`src/rtl/approx_accum_adder.sv`:
```
// approx_accum_adder: streaming burst accumulator built on a lower-part
// approximate adder. Each burst of WIDTH-bit operands (terminated by in_last,
// or forcibly after MAX_BEATS beats) is summed into one result. The add mode
// (exact or approximate) is latched on the first beat of each burst.
//
// Approximate add, with K = APPROX_LSB:
//   - the low K result bits are copied from the operand,
//   - the upper bits are added exactly,
//   - acc[K-1] is used as the carry-in to the upper part.
// The first beat adds to zero, so it is exact in either mode.

module approx_accum_adder #(
  parameter int WIDTH      = 16,
  parameter int APPROX_LSB = 3,
  parameter int MAX_BEATS  = 256
) (
  input  logic                             clk,
  input  logic                             rst,
  input  logic                             in_valid,
  output logic                             in_ready,
  input  logic [WIDTH-1:0]                 in_data,
  input  logic                             in_last,
  input  logic                             approx_en,
  output logic                             out_valid,
  input  logic                             out_ready,
  output logic [WIDTH-1:0]                 out_sum,
  output logic                             out_ovf,
  output logic [$clog2(MAX_BEATS+1)-1:0]   out_count,
  output logic                             out_trunc
);

  localparam int CW = $clog2(MAX_BEATS + 1);
  localparam logic [CW-1:0] MAX_CNT = CW'(MAX_BEATS);

  typedef enum logic [1:0] {
    IDLE = 2'd0,
    ACC  = 2'd1,
    HOLD = 2'd2
  } state_t;

  state_t          state_reg;
  logic [WIDTH-1:0] acc_reg;
  logic [CW-1:0]   cnt_reg;
  logic            ovf_reg;
  logic            trunc_reg;
  logic            mode_reg;

  logic            beat;
  logic [WIDTH:0]  exact_full;
  logic [WIDTH:0]  approx_full;
  logic [WIDTH:0]  sel_full;
  logic [CW-1:0]   cnt_inc;
  logic            acc_done;
  logic            first_done;

  // Operands are only taken while no result is being held, and never in reset.
  assign in_ready = (state_reg != HOLD) & ~rst;
  assign beat     = in_valid & in_ready;

  // Exact adder: full carry chain, carry out in the top bit.
  assign exact_full = {1'b0, acc_reg} + {1'b0, in_data};

  // Approximate adder: the low part is bypassed. With K=0 it is the exact adder.
  generate
    if (APPROX_LSB == 0) begin : g_no_approx
      assign approx_full = exact_full;
    end else begin : g_approx
      logic [WIDTH-APPROX_LSB:0] hi_sum;
      assign hi_sum = {1'b0, acc_reg[WIDTH-1:APPROX_LSB]}
                    + {1'b0, in_data[WIDTH-1:APPROX_LSB]}
                    + {{(WIDTH-APPROX_LSB){1'b0}}, acc_reg[APPROX_LSB-1]};
      assign approx_full = {hi_sum, in_data[APPROX_LSB-1:0]};
    end
  endgenerate

  // Pick the adder output for the mode latched at the start of the burst.
  assign sel_full = mode_reg ? approx_full : exact_full;

  // Beat counter increment and burst-termination conditions.
  assign cnt_inc    = cnt_reg + CW'(1);
  assign acc_done   = in_last | (cnt_inc == MAX_CNT);
  assign first_done = in_last | (MAX_BEATS == 1);

  // Burst FSM. The accumulator registers drive the outputs directly.
  // Their values are presented only while HOLD, and are cleared when the
  // result is handed off.
  always_ff @(posedge clk or posedge rst) begin
    if (rst) begin
      state_reg <= IDLE;
      acc_reg   <= '0;
      cnt_reg   <= '0;
      ovf_reg   <= 1'b0;
      trunc_reg <= 1'b0;
      mode_reg  <= 1'b0;
    end else begin
      case (state_reg)
        IDLE: begin
          if (beat) begin
            mode_reg  <= approx_en;
            acc_reg   <= in_data;
            cnt_reg   <= CW'(1);
            ovf_reg   <= 1'b0;
            trunc_reg <= first_done & ~in_last;
            state_reg <= first_done ? HOLD : ACC;
          end
        end
        ACC: begin
          if (beat) begin
            acc_reg   <= sel_full[WIDTH-1:0];
            ovf_reg   <= ovf_reg | sel_full[WIDTH];
            cnt_reg   <= cnt_inc;
            trunc_reg <= acc_done & ~in_last;
            if (acc_done) begin
              state_reg <= HOLD;
            end
          end
        end
        HOLD: begin
          if (out_ready) begin
            state_reg <= IDLE;
            acc_reg   <= '0;
            cnt_reg   <= '0;
            ovf_reg   <= 1'b0;
            trunc_reg <= 1'b0;
            mode_reg  <= 1'b0;
          end
        end
        default: begin
          state_reg <= IDLE;
        end
      endcase
    end
  end

  // Result outputs: the accumulator registers are shown only in HOLD.
  // Otherwise every output is zero.
  assign out_valid = (state_reg == HOLD);
  assign out_sum   = out_valid ? acc_reg : '0;
  assign out_ovf   = out_valid & ovf_reg;
  assign out_count = out_valid ? cnt_reg : '0;
  assign out_trunc = out_valid & trunc_reg;

endmodule

```
`config.mk`:
```
export PLATFORM = sky130hd
export DESIGN_NAME = approx_accum_adder
export DESIGN_NICKNAME = d
export VERILOG_FILES = /design/src/rtl/approx_accum_adder.sv
export SDC_FILE = /design/constraint.sdc
export NUM_CORES = 1
export LEC_CHECK = 0
export CORE_MARGIN = 2
export CORE_UTILIZATION = 49
export CTS_CLUSTER_DIAMETER = 40
export DETAILED_ROUTE_END_ITERATION = 12
export MAX_ROUTING_LAYER = met4
export PLACE_DENSITY = 0.81
export SLEW_MARGIN = 20
export SYNTH_ARGS = -nofsm -noshare
export SYNTH_HDL_FRONTEND = slang
export SYNTH_SLANG_ARGS = --single-unit
```
`constraint.sdc`:
```
create_clock -name clk -period 5 [get_ports clk]
set_clock_uncertainty 0.2 [all_clocks]
set_input_delay 1 -clock clk [delete_from_list [all_inputs] [get_ports clk]]
set_output_delay 1 -clock clk [all_outputs]
set_load 0.01 [all_outputs]
```
==> flow_summary.yaml, run 1 <==
synth:
  ys_types: 56
  synth_area_leaders: "dfrtp_1 (28%), ha_1 (10%), and2_1 (6.2%), a21oi_1 (4.8%), o21ai_0 (4.1%)"
  syn-instance-count: 327
  synth_warnings: 0
  synth-seq-cells: 30
  syn_nets: 374
  synth_edf_count: 0
  synth_ff_type: "dfrtp_1"
  syn_avg_cell_area_um2: 8.269
  yosysTopAreaCell: "dfrtp_1"
  seq_area_frac_synth_pct: 27.76
  synth_top_area_share_pct: 27.76
  synthArstFlopShare_pct: 100.0
  synthesis.area_um2: 2704
final_layout:
  largest_reg_flops: 16
  layout-drive-gt1-share_pct: 5.630
  area.sequential_um2: 750.7
  num-fill-cells: 508
  final_util_pct: 61.85
  syn_to_final_growth_pct: 23.65
  fin_cells: 445
  multi_input_comb_area_um2: 1839
  nets: 419
  antenna-diode-count: 0
clocking:
  clk_path_buf_depth: 2
  clkLatencyLatePin_ns: 0.29
  cts_made_buffers: 5
  cts_sinks: 30
  post_cts_resized: 0
  hold_buffers: 0
  htreeDepth: 2
  post_cts.repair.setup_buffers: 0
  cts_tree: "built"
  clk_pin_slew_ns: 0.07
  cts_root_buf: "clkbuf_8"
floorplan:
  ioPinCount: 51
  die_x_um: 78.29
  core_area_um2: 5405
  initial_core_util_pct: 50.02
  placementRows: 27
  die_y_um: 78.29
  die-area_um2: 6129
setup_path:
  end_kind: "flop"
  max_stage_delay_ns: 0.45
  path_depth: 9
  crit_fanout: 3
  worstPathCellList: "clkdlybuf4s50_1 > ha_1 > fa_1 > a21o_1 > a2111o_1 > nand4bb_1 > a31o_1 > a21boi_1 > o41a_1"
  arrival_ns: 3.40
  cp.buffers_inverters: 1
  crit_family: "compound AO/OA/AOI/OAI gates"
  crit_path_top_delay_cell: "a2111o_1"
  worst_setup_path_start_kind: "input pin"
  required_ns: 4.97
  worst-r2r-cell-count: 8
  criticalPathCategory: "in -> reg"
route:
  wire_per_inst_um: 15.11
  num_vias: 2650
  postRouteAntennaNets: 0
  drtIter0Drc: 115
  drt_wl_total_um: 6723
  dr.pass1.iters: 4
  drc: 0
  via_per_inst: 5.955
sta:
  min_period_ns: 3.430
  setup_violations: 0
  final.period_utilization_pct: 68.60
  fmax_ghz: 0.2915
  finalHoldViolCount: 0
  tns_ns: 0
  rsz0062_at_grt: "false"
  drv_slew: 0
  hold_slack_ns: 0.2693
  slew_headroom_pct: 53.38
  tightest_slew_ns: 0.6993
status:
  status: "completed"
power_and_ir_drop:
  p_leak_nw: 1.434
  power.density_nw_per_um2: 550.2
  max-vdd-ir-drop_mv: 0.3152
  power_mw: 1.840
global_route:
  grt_pass1_wl_um: 11790
  grt_pass1_vias: 2600
  grt_remaining_overflow: 0
  grt_max_degree: 39
  antenna_found_initial: 0
  grt_usage_pct: 24.48
hold_path:
  worstHoldPathType: "reg -> reg"
  worstHoldPathCells: 2
job:
  maxCapViolCount: 0
placed_design:
  port_buffers: 50
  place.gp.congestion: 0.8824
  dp_cells: 437
  dp_hpwl_um: 4910
## per-stage QoR
stage               worst slack [ns]  area, um2
floorplan                      1.844       2704
global placement               1.313       3249
detailed placement             1.267       3249
CTS                            1.317       3341
global route                   1.388       3343
finish                         1.570       3343
## area by class of cell
type	instances	share of cell area, %
clock buffers	7	2.582
clock inverters	1	0.1497
inverters	15	1.684
multi-input cells	268	55.01
flip-flops and latches	30	22.46
well taps	72	2.695
repair buffers	52	15.42
## where the power goes
part | internal [mW] | switching (mW) | total, mW
Clock | 0.111 | 0.0962 | 0.207
Sequential | 0.327 | 0.0870 | 0.414
Combinational | 0.522 | 0.697 | 1.22
Total | 0.959 | 0.880 | 1.84
## cell usage in the layout (no fill, tap or decap), types with 6 or more instances in the layout
master / instances
clkbuf_8: 6
a221oi_1: 6
dfrtp_1: 30
nand3_1: 10
a21o_1: 7
nand2_1: 24
ha_1: 21
clkdlybuf4s50_1: 50
inv_1: 15
and3_1: 10
xnor2_1: 8
a21oi_1: 26
o21ai_0: 22
and2_1: 27
o31ai_1: 9
nor2_1: 22
## routing by layer
metal / part of all wire [%] / wire length (um) / global-route usage, % / up-vias
li1: - / - / - / 1296
met1: 43 / 2878 / 28.10 / 1251
met2: 50 / 3370 / 42.33 / 90
met3: 5.3 / 357 / 5.057 / 13
met4: 1.7 / 116 / 9.123 / 0
met5: 0 / 0 / - / -
## logic make-up after synthesis
kind of cell | count (synthesis) | synth area share [%]
simple gates | 124 | 24.76
mux | 3 | 1.111
buf+inv | 29 | 4.304
xor+xnor | 10 | 3.239
flops | 30 | 27.76
fa+ha+maj | 25 | 12.40
compound gates | 106 | 26.42
## worst paths after layout
path / end / slack (ns) / start
worst min register to register: trunc_reg / 0.27 / trunc_reg
max in group asynchronous: acc_reg[4] / 3.32 / rst
min in group asynchronous: state_reg[1] / 0.98 / rst
worst max-delay path: ovf_reg / 1.57 / in_data[0]
worst max register to register: acc_reg[13] / 2.15 / state_reg[0]
worst min-delay path: trunc_reg / 0.27 / trunc_reg
## synth_stat cells, types with 9 or more instances
cell / n
dfrtp_1: 30
and2_1: 27
a21oi_1: 26
nand2_1: 24
ha_1: 22
nor2_1: 22
o21ai_0: 22
inv_1: 15
and3_1: 10
nand3_1: 10
o31ai_1: 9
## worst min-delay path, cell delays in order, from the launching register on
cell     delay, ns
dfrtp_1       0.34
nand2_1       0.05
o41ai_1       0.05
No activity file was read; power rests on OpenSTA's default activity.
==> run 2: changes to the inputs <==
--- a/config.mk
+++ b/config.mk
@@ -6,11 +6,11 @@
 export NUM_CORES = 1
 export LEC_CHECK = 0
 export CORE_MARGIN = 2
-export CORE_UTILIZATION = 49
+export CORE_UTILIZATION = 48
 export CTS_CLUSTER_DIAMETER = 40
 export DETAILED_ROUTE_END_ITERATION = 12
 export MAX_ROUTING_LAYER = met4
-export PLACE_DENSITY = 0.81
+export PLACE_DENSITY = 0.82
 export SLEW_MARGIN = 20
 export SYNTH_ARGS = -nofsm -noshare
 export SYNTH_HDL_FRONTEND = slang
==> constraint.sdc (replaced) <==
create_clock -name clk -period 3 [get_ports clk]
set_clock_uncertainty 0.2 [all_clocks]
set_input_delay 0.6 -clock clk [delete_from_list [all_inputs] [get_ports clk]]
set_output_delay 0.6 -clock clk [all_outputs]
set_load 0.01 [all_outputs]
==> run 2 against run 1 <==
Power increased by 81%. Clock power increased by 67%. Utilization increased by 2.8 points. Sequential power increased by 67%. Global-route usage increased by 0.63 points. Critical path depth unchanged. Die area increased by 2.0%. Critical path type unchanged. Highest routed layer unchanged.
==> flow_summary.yaml, run 2 (synthesis results as in run 1) <==
placed_design:
  dpl_worst_slack_ns: -0.3331
  dp_hpwl_um: 5481
  port_buffers: 50
  place.gp.congestion: 0.9199
route:
  drtIter0Drc: 201
  via_per_inst: 5.823
  drt_wl_total_um: 7268
  drc: 0
  dr.pass1.iters: 5
  num_vias: 2725
  postRouteAntennaNets: 0
  wire_per_inst_um: 15.53
clocking:
  cts_made_buffers: 5
  cts_root_buf: "clkbuf_8"
  cts_sinks: 30
  clk_path_buf_depth: 2
  hold_buffers: 0
  post_cts.repair.setup_buffers: 0
  cts_tree: "built"
  clk_pin_slew_ns: 0.07
  clkLatencyLatePin_ns: 0.29
  htreeDepth: 2
global_route:
  grt_pass1_vias: 2675
  grt_max_degree: 31
  antenna_found_initial: 0
  grt_pass1_wl_um: 12140
  grt_usage_pct: 25.11
  grt_remaining_overflow: 0
sta:
  hold_slack_ns: 0.2870
  fin_ws_ns: 0.06528
  tightest_slew_ns: 0.4541
  final.period_utilization_pct: 97.82
  drv_slew: 0
  tns_ns: 0
  finalHoldViolCount: 0
  setup_violations: 0
  rsz0062_at_grt: "false"
  fmax_ghz: 0.3407
  slew_headroom_pct: 69.69
  min_period_ns: 2.935
final_layout:
  num-fill-cells: 507
  layout_common_cells: "clkdlybuf4s50_1 (50), dfrtp_1 (30), and2_1 (27)"
  final_util_pct: 64.68
  syn_to_final_growth_pct: 30.91
  layout-drive-gt1-share_pct: 12.37
  nets: 442
  largest_reg_flops: 16
  antenna-diode-count: 0
  final_common_cell: "clkdlybuf4s50_1"
floorplan:
  core_area_um2: 5473
  die-area_um2: 6250
  die_x_um: 79.06
  ioPinCount: 51
  initial_core_util_pct: 49.41
  die_y_um: 79.06
  placementRows: 27
status:
  status: "completed"
setup_path:
  arrival_ns: 2.90
  criticalPathCategory: "in -> reg"
  crit_fanout: 3
  worst_setup_path_start_kind: "input pin"
  end_kind: "flop"
  required_ns: 2.96
power_and_ir_drop:
  power_mw: 3.321
  max-vdd-ir-drop_mv: 0.4910
  p_leak_nw: 1.548
  power.density_nw_per_um2: 938.1
hold_path:
  worstHoldPathType: "reg -> reg"
job:
  maxCapViolCount: 0
-- run 2: changes by cell type in the layout (fill, tap and decap cells not counted), sizes merged --
cell,previous run,this run
buf,2,25
-- run 2: stage by stage --
step / instances / instance area (um2)
after floorplan: 327 / 2704
after global placement: 460 / 3422
after detailed placement: 460 / 3422
after CTS: 468 / 3516
after global routing: 468 / 3540
final: 468 / 3540
-- run 2: worst max-delay path, cell delays in order --
cell and delay, ns:
clkdlybuf4s50_1 0.44, ha_2 0.21, fa_2 0.35, a21o_1 0.19, a2111o_1 0.40, nand4bb_1 0.12
a31o_1 0.18, a21boi_1 0.10, o41a_1 0.31
-- run 2: what timing repair did --
| item | CTS | global route |
|---|---|---|
| pin swaps | 0 | 3 |
| resized for setup | 1 | 5 |
| setup endpoints to repair | 1 | 4 |
-- run 2: worst paths after layout --
kind / start / end / slack (ns) / depth (start not counted)
max: in_data[0] / ovf_reg / 0.07 / 9
min: trunc_reg / trunc_reg / 0.29 / 2
max reg2reg: state_reg[0] / cnt_reg[0] / 0.41 / 10
min reg2reg: trunc_reg / trunc_reg / 0.29 / 2
max in group asynchronous: rst / acc_reg[13] / 1.67 / 3
min in group asynchronous: rst / acc_reg[1] / 0.62 / 3
-- run 2: power by group --
part	internal [mW]	leakage [nW]	switching [mW]
sequential	0.545	0.387	0.147
clock	0.185	0.0482	0.161
combinational	1.05	1.11	1.23
-- run 2: final cells by class --
type	count	area [um2]	share of cell area (%)
Multi-Input combinational cell	268	1863	52.63
Sequential cell	30	750.7	21.21
Timing Repair Buffer	75	688.2	19.44
Tap cell	72	90.09	2.545
Clock buffer	7	86.33	2.439
Inverter	15	56.30	1.591
Clock inverter	1	5.005	0.1414
-- run 2: layer usage --
layer / GRT usage (%) / part of all wire (%) / up-vias
met5: - / 0 / -
met4: 7.586 / 1.4 / 0
met3: 3.636 / 4.9 / 14
met2: 42.12 / 49 / 92
met1: 31.58 / 44 / 1277
li1: - / - / 1342
